$ cat src/rtl/tmp101_read_sequencer.sv
// TMP101 temperature read sequencer: writes the pointer register, then reads the two
// temperature bytes through a byte-level I2C engine, aborting the bus on NACK or timeout.
module tmp101_read_sequencer #(
    parameter logic [6:0]  SlaveAddress  = 7'b1001000,
    parameter logic [7:0]  PointerValue  = 8'h00,
    parameter int unsigned TimeoutCycles = 40000
) (
    input  logic        clock,
    input  logic        Reset,
    input  logic        Go,
    output logic        ByteStart,
    output logic [3:0]  ByteCmd,
    output logic [7:0]  TxByte,
    input  logic        ByteDone,
    input  logic        AckReceived,
    input  logic [7:0]  RxByte,
    output logic        BusAbort,
    output logic [11:0] Temperature,
    output logic        Valid,
    output logic        Busy,
    output logic        Error
);

    typedef enum logic [2:0] {
        IDLE     = 3'd0,
        PTR_ADDR = 3'd1,
        PTR_DATA = 3'd2,
        RD_ADDR  = 3'd3,
        RD_MSB   = 3'd4,
        RD_LSB   = 3'd5,
        DONE     = 3'd6,
        ERROR    = 3'd7
    } state_t;

    // The counter is 0 in the ByteStart cycle; ERROR is entered on the edge where it
    // would reach TimeoutCycles-1.
    localparam logic [19:0] TimeoutLast = 20'(TimeoutCycles - 2);

    state_t      state_q, state_d;
    logic        byteStart_q, byteStart_d;
    logic [3:0]  byteCmd_q, byteCmd_d;
    logic [7:0]  txByte_q, txByte_d;
    logic        busAbort_q, busAbort_d;
    logic [11:0] temperature_q, temperature_d;
    logic        valid_q, valid_d;
    logic        busy_q, busy_d;
    logic        error_q, error_d;
    logic [19:0] timeout_q, timeout_d;
    logic [7:0]  msbHold_q, msbHold_d;

    logic waiting;
    logic acceptDone;
    logic timedOut;
    logic unusedRxLow;

    function automatic logic isByteState(input state_t s);
        return (s == PTR_ADDR) || (s == PTR_DATA) || (s == RD_ADDR) ||
               (s == RD_MSB) || (s == RD_LSB);
    endfunction

    function automatic logic [3:0] cmdFor(input state_t s);
        case (s)
            PTR_ADDR: return 4'b1000;
            PTR_DATA: return 4'b0100;
            RD_ADDR:  return 4'b1000;
            RD_MSB:   return 4'b0011;
            RD_LSB:   return 4'b0110;
            default:  return 4'b0000;
        endcase
    endfunction

    function automatic logic [7:0] txFor(input state_t s);
        case (s)
            PTR_ADDR: return {SlaveAddress, 1'b0};
            PTR_DATA: return PointerValue;
            RD_ADDR:  return {SlaveAddress, 1'b1};
            default:  return 8'h00;
        endcase
    endfunction

    // ByteDone is only honoured after the ByteStart cycle of a byte state.
    assign waiting     = isByteState(state_q) && !byteStart_q;
    assign acceptDone  = waiting && ByteDone;
    assign timedOut    = waiting && (timeout_q == TimeoutLast);
    assign unusedRxLow = ^RxByte[3:0];

    always_comb begin
        state_d       = state_q;
        byteStart_d   = 1'b0;
        byteCmd_d     = byteCmd_q;
        txByte_d      = txByte_q;
        busAbort_d    = 1'b0;
        temperature_d = temperature_q;
        valid_d       = 1'b0;
        error_d       = error_q;
        msbHold_d     = msbHold_q;
        timeout_d     = isByteState(state_q) ? timeout_q + 20'd1 : 20'd0;

        case (state_q)
            IDLE: begin
                if (Go) begin
                    state_d = PTR_ADDR;
                    error_d = 1'b0;
                end
            end
            PTR_ADDR: begin
                if (acceptDone)    state_d = AckReceived ? PTR_DATA : ERROR;
                else if (timedOut) state_d = ERROR;
            end
            PTR_DATA: begin
                if (acceptDone)    state_d = AckReceived ? RD_ADDR : ERROR;
                else if (timedOut) state_d = ERROR;
            end
            RD_ADDR: begin
                if (acceptDone)    state_d = AckReceived ? RD_MSB : ERROR;
                else if (timedOut) state_d = ERROR;
            end
            RD_MSB: begin
                if (acceptDone) begin
                    msbHold_d = RxByte;
                    state_d   = RD_LSB;
                end else if (timedOut) begin
                    state_d = ERROR;
                end
            end
            RD_LSB: begin
                if (acceptDone) begin
                    temperature_d = {msbHold_q, RxByte[7:4]};
                    valid_d       = 1'b1;
                    state_d       = DONE;
                end else if (timedOut) begin
                    state_d = ERROR;
                end
            end
            DONE:    state_d = IDLE;
            ERROR:   state_d = IDLE;
            default: state_d = IDLE;
        endcase

        if (state_d != state_q) begin
            byteStart_d = isByteState(state_d);
            byteCmd_d   = cmdFor(state_d);
            txByte_d    = txFor(state_d);
            timeout_d   = 20'd0;
        end

        if (state_d == ERROR) begin
            busAbort_d = 1'b1;
            error_d    = 1'b1;
        end

        busy_d = (state_d != IDLE);
    end

    always_ff @(posedge clock) begin
        if (Reset) begin
            state_q       <= IDLE;
            byteStart_q   <= 1'b0;
            byteCmd_q     <= 4'b0000;
            txByte_q      <= 8'h00;
            busAbort_q    <= 1'b0;
            temperature_q <= 12'h000;
            valid_q       <= 1'b0;
            busy_q        <= 1'b0;
            error_q       <= 1'b0;
            timeout_q     <= 20'd0;
            msbHold_q     <= 8'h00;
        end else begin
            state_q       <= state_d;
            byteStart_q   <= byteStart_d;
            byteCmd_q     <= byteCmd_d;
            txByte_q      <= txByte_d;
            busAbort_q    <= busAbort_d;
            temperature_q <= temperature_d;
            valid_q       <= valid_d;
            busy_q        <= busy_d;
            error_q       <= error_d;
            timeout_q     <= timeout_d;
            msbHold_q     <= msbHold_d;
        end
    end

    assign ByteStart   = byteStart_q;
    assign ByteCmd     = byteCmd_q;
    assign TxByte      = txByte_q;
    assign BusAbort    = busAbort_q;
    assign Temperature = temperature_q;
    assign Valid       = valid_q;
    assign Busy        = busy_q;
    assign Error       = error_q;

endmodule
$ cat config.mk
export PLATFORM = sky130hd
export DESIGN_NAME = tmp101_read_sequencer
export DESIGN_NICKNAME = d
export VERILOG_FILES = /design/src/rtl/tmp101_read_sequencer.sv
export SDC_FILE = /design/constraint.sdc
export NUM_CORES = 1
export LEC_CHECK = 0
export BUFFER_PORTS_ARGS = -buffer_cell sky130_fd_sc_hd__buf_2
export CAP_MARGIN = 10
export CORE_ASPECT_RATIO = 1.75
export CORE_MARGIN = 5
export CORE_UTILIZATION = 49
export CTS_BUF_LIST = sky130_fd_sc_hd__clkbuf_8 sky130_fd_sc_hd__clkbuf_16
export DETAILED_ROUTE_END_ITERATION = 6
export PLACE_DENSITY = 0.84
export SYNTH_ARGS = -nofsm -noshare
export SYNTH_HDL_FRONTEND = slang
export SYNTH_SLANG_ARGS = --single-unit
$ cat constraint.sdc
create_clock -name clock -period 1.85 [get_ports clock]
set_clock_uncertainty 0.1 [all_clocks]
set_input_delay 0.0925 -clock clock [delete_from_list [all_inputs] [get_ports clock]]
set_output_delay 0.0925 -clock clock [all_outputs]
set_load 0.02 [all_outputs]
==> impl_metrics.yaml <==
finish:
  drive_above_1_share_pct: 29.1
  antennaDiodeCount: 0
  area_growth_pct: 24.8
  regArea_um2: 1070
  final_util_pct: 62.9
  final_nets: 361
  fillers: 393
  multi_input_area_um2: 1170
route:
  drc: 0
  via_per_inst: 5.34
  vias: 2129
  wl_per_cell_um: 13.8
  first_iter_violations: 72
  postRouteAntennaNets: 0
  wirelength_um: 5510
  drtPass1Iterations: 5
placed_design:
  place.gp.congestion: 0.883
  portBuffers: 36
  place.detailed.hpwl_um: 3940
power:
  power_frac_comb_pct: 35.4
  p_int_uw: 1910
  pwr-share-seq_pct: 43.9
  power_density_nw_per_um2: 992
  cellLeakagePower_uw: 0.00121
  power.share.clock_pct: 20.7
  p_sw_uw: 999
  switching_share_pct: 34.3
  peakVddDrop_uv: 894
sta:
  fin_crit_ns: 1.98
  setup_viol: 6
  maxSlewViolCount: 0
  fmax_mhz: 505
  fin_ws_ns: -0.130
  finalCritPeriodShare_pct: 107
  finalHoldViolCount: 0
  holdWs_ns: 0.0970
  rsz0062_at_grt: "yes"
clocking:
  cts_setup_buffers: 0
  cts-root-buf: "clkbuf_8"
  cts_made_buffers: 5
  cts_tree: "yes"
  cts_max_level: 2
  insertion_delay_ns: 0.30
  path_clk_slew_ns: 0.09
  clock_sinks: 53
  clock_path_buffers: 2
critical_path:
  start_kind: "register"
  crit_fanout: 5
  ff2ff_path_depth: 6
  rr_endpoint: "TxByte[0]"
  critical_path_arrival_ns: 2.11
  crit_path_end: "TxByte[0]"
  startpoint: "timeout_q[13]"
  r2r_start: "timeout_q[13]"
  crit_type: "register to register"
  endpoint_kind: "register"
  rrSetupSlack_ns: -0.13
  crit_required_ns: 1.98
synthesis:
  synth_edf_count: 0
  yosysUniqueCellTypes: 54
  yosys_warnings: 0
  ys_seq_elements: 53
  synthCells: 278
  async_flop_share_pct: 0
  synth_area_um2: 2350
  syn_avg_cell_area_um2: 8.46
  yosysSeqAreaShare_pct: 45.1
  synth_ff_type: "dfxtp_1"
global_routing:
  grt_antenna_before_repair: 0
  grt_max_degree: 34
  grt_pass1_vias: 2082
  track_usage_pct: 17.9
  overflow: 0
  grt_pass1_wl_um: 9310
floorplanning:
  die_h_um: 102
  core_area_um2: 4670
  num_rows: 33
  io_pins: 42
  start_util_pct: 50.4
  die_width_um: 62.4
  dieArea_um2: 6340
status:
  status: "finished with violations"
  violations: "negative setup slack"
job:
  max_cap_viol_count: 0
worst_hold_path:
  min_path_type: "input pin to register"
how the worst min path moves through the flow:
stage	from	end	slack, ns	cells after the start
after global routing	Go	Error	0.09	3
final	Go	Error	0.1	3
after global placement	RxByte[2]	msbHold_q[2]	0.24	3
after floorplan	RxByte[0]	msbHold_q[0]	0.13	2
after CTS	Go	Error	0.08	3
after detailed placement	RxByte[1]	msbHold_q[1]	0.24	3
cells in the mapped netlist, types with 5 or more instances:
| cell type | number | area share (%) |
|---|---|---|
| clkbuf_1 | 11 | 1.8 |
| or3_1 | 5 | 1.3 |
| inv_1 | 6 | 0.96 |
| nor2_1 | 30 | 4.8 |
| dfxtp_1 | 53 | 45 |
| nand2_1 | 54 | 8.6 |
| buf_4 | 7 | 2.2 |
| xor2_1 | 13 | 4.8 |
| a21oi_1 | 27 | 5.7 |
| nand4_1 | 6 | 1.6 |
| a31oi_1 | 5 | 1.3 |
through the flow:
| step | total power [µW] | cell area, µm² | setup TNS [ns] | setup slack (ns) | cells |
|---|---|---|---|---|---|
| after floorplan | 1970 | 2370 | 0 | 0.00509 | 282 |
| after global placement | 2250 | 2740 | -0.0826 | -0.0598 | 383 |
| after detailed placement | 2270 | 2740 | -0.370 | -0.109 | 383 |
| after CTS | 2890 | 2910 | -0.501 | -0.129 | 399 |
| after global routing | 3070 | 2940 | -1.65 | -0.225 | 399 |
| final | 2910 | 2940 | -0.526 | -0.130 | 399 |
cells by family after synthesis:
group | synth area share, %
xor+xnor | 5.96
other cells | 0.159
flops | 45.1
buf+inv | 6.70
fa+ha+maj | 1.06
simple gates | 26.6
compound gates | 14.4
critical path: stages, from the launching register on:
cell and delay (ns):
dfxtp_2 0.33, nor4b_2 0.26, nand4_1 0.18, o21a_2 0.28, o21ai_2 0.16, or3b_4 0.42, o31ai_4 0.16
power by group through the flow:
stage | sequential (µW) | combinational (µW) | clock, µW
2_1_floorplan | 1360 | 611 | 0
4_1_cts | 1280 | 996 | 620
3_3_place_gp | 1300 | 945 | 0
3_5_place_dp | 1300 | 969 | 0
5_1_grt | 1290 | 1120 | 663
6_report | 1280 | 1030 | 602
layout by cell type, fill, tap and decap left out, types with 6 or more instances in the layout:
cell type      count
buf_2             36
a21oi_1           27
nand2_1           54
inv_1              9
dlygate4sd3_1      8
nand4_1            6
xor2_1            13
dfxtp_1           49
nor2_1            30
buf_4             34
repair_timing:
item	in CTS	in global routing
pin swaps	5	3
hold endpoints to repair	12	0
gates resized for setup	3	7
setup endpoints to repair	7	28
hold buffers	8	0
cell type report:
class                   count  area share [%]
clock buffers               5            2.34
repair buffers             79            18.1
multi-input cells         201            39.9
well taps                  52            2.22
clock inverters             3           0.383
flip-flops and latches     53            36.3
inverters                   6           0.767
registers in the layout, indices dropped and copies added, names as in the netlist:
signal,cells
Error,1
ByteStart,1
msbHold_q,8
Temperature,12
Busy,1
state_q,3
TxByte,1
Valid,1
ByteCmd,4
BusAbort,1
timeout_q,20
layer usage:
| metal | wire (µm) | share of wire, % | global-route usage (%) | vias to the layer above |
|---|---|---|---|---|
| li1 | - | - | - | 1060 |
| met1 | 2080 | 38 | 18.5 | 985 |
| met2 | 2960 | 54 | 33.6 | 67 |
| met3 | 299 | 5.4 | 3.77 | 17 |
| met4 | 172 | 3.1 | 8.82 | 0 |
| met5 | 0 | 0 | 0 | - |
Power figures use the tool's default switching activity.
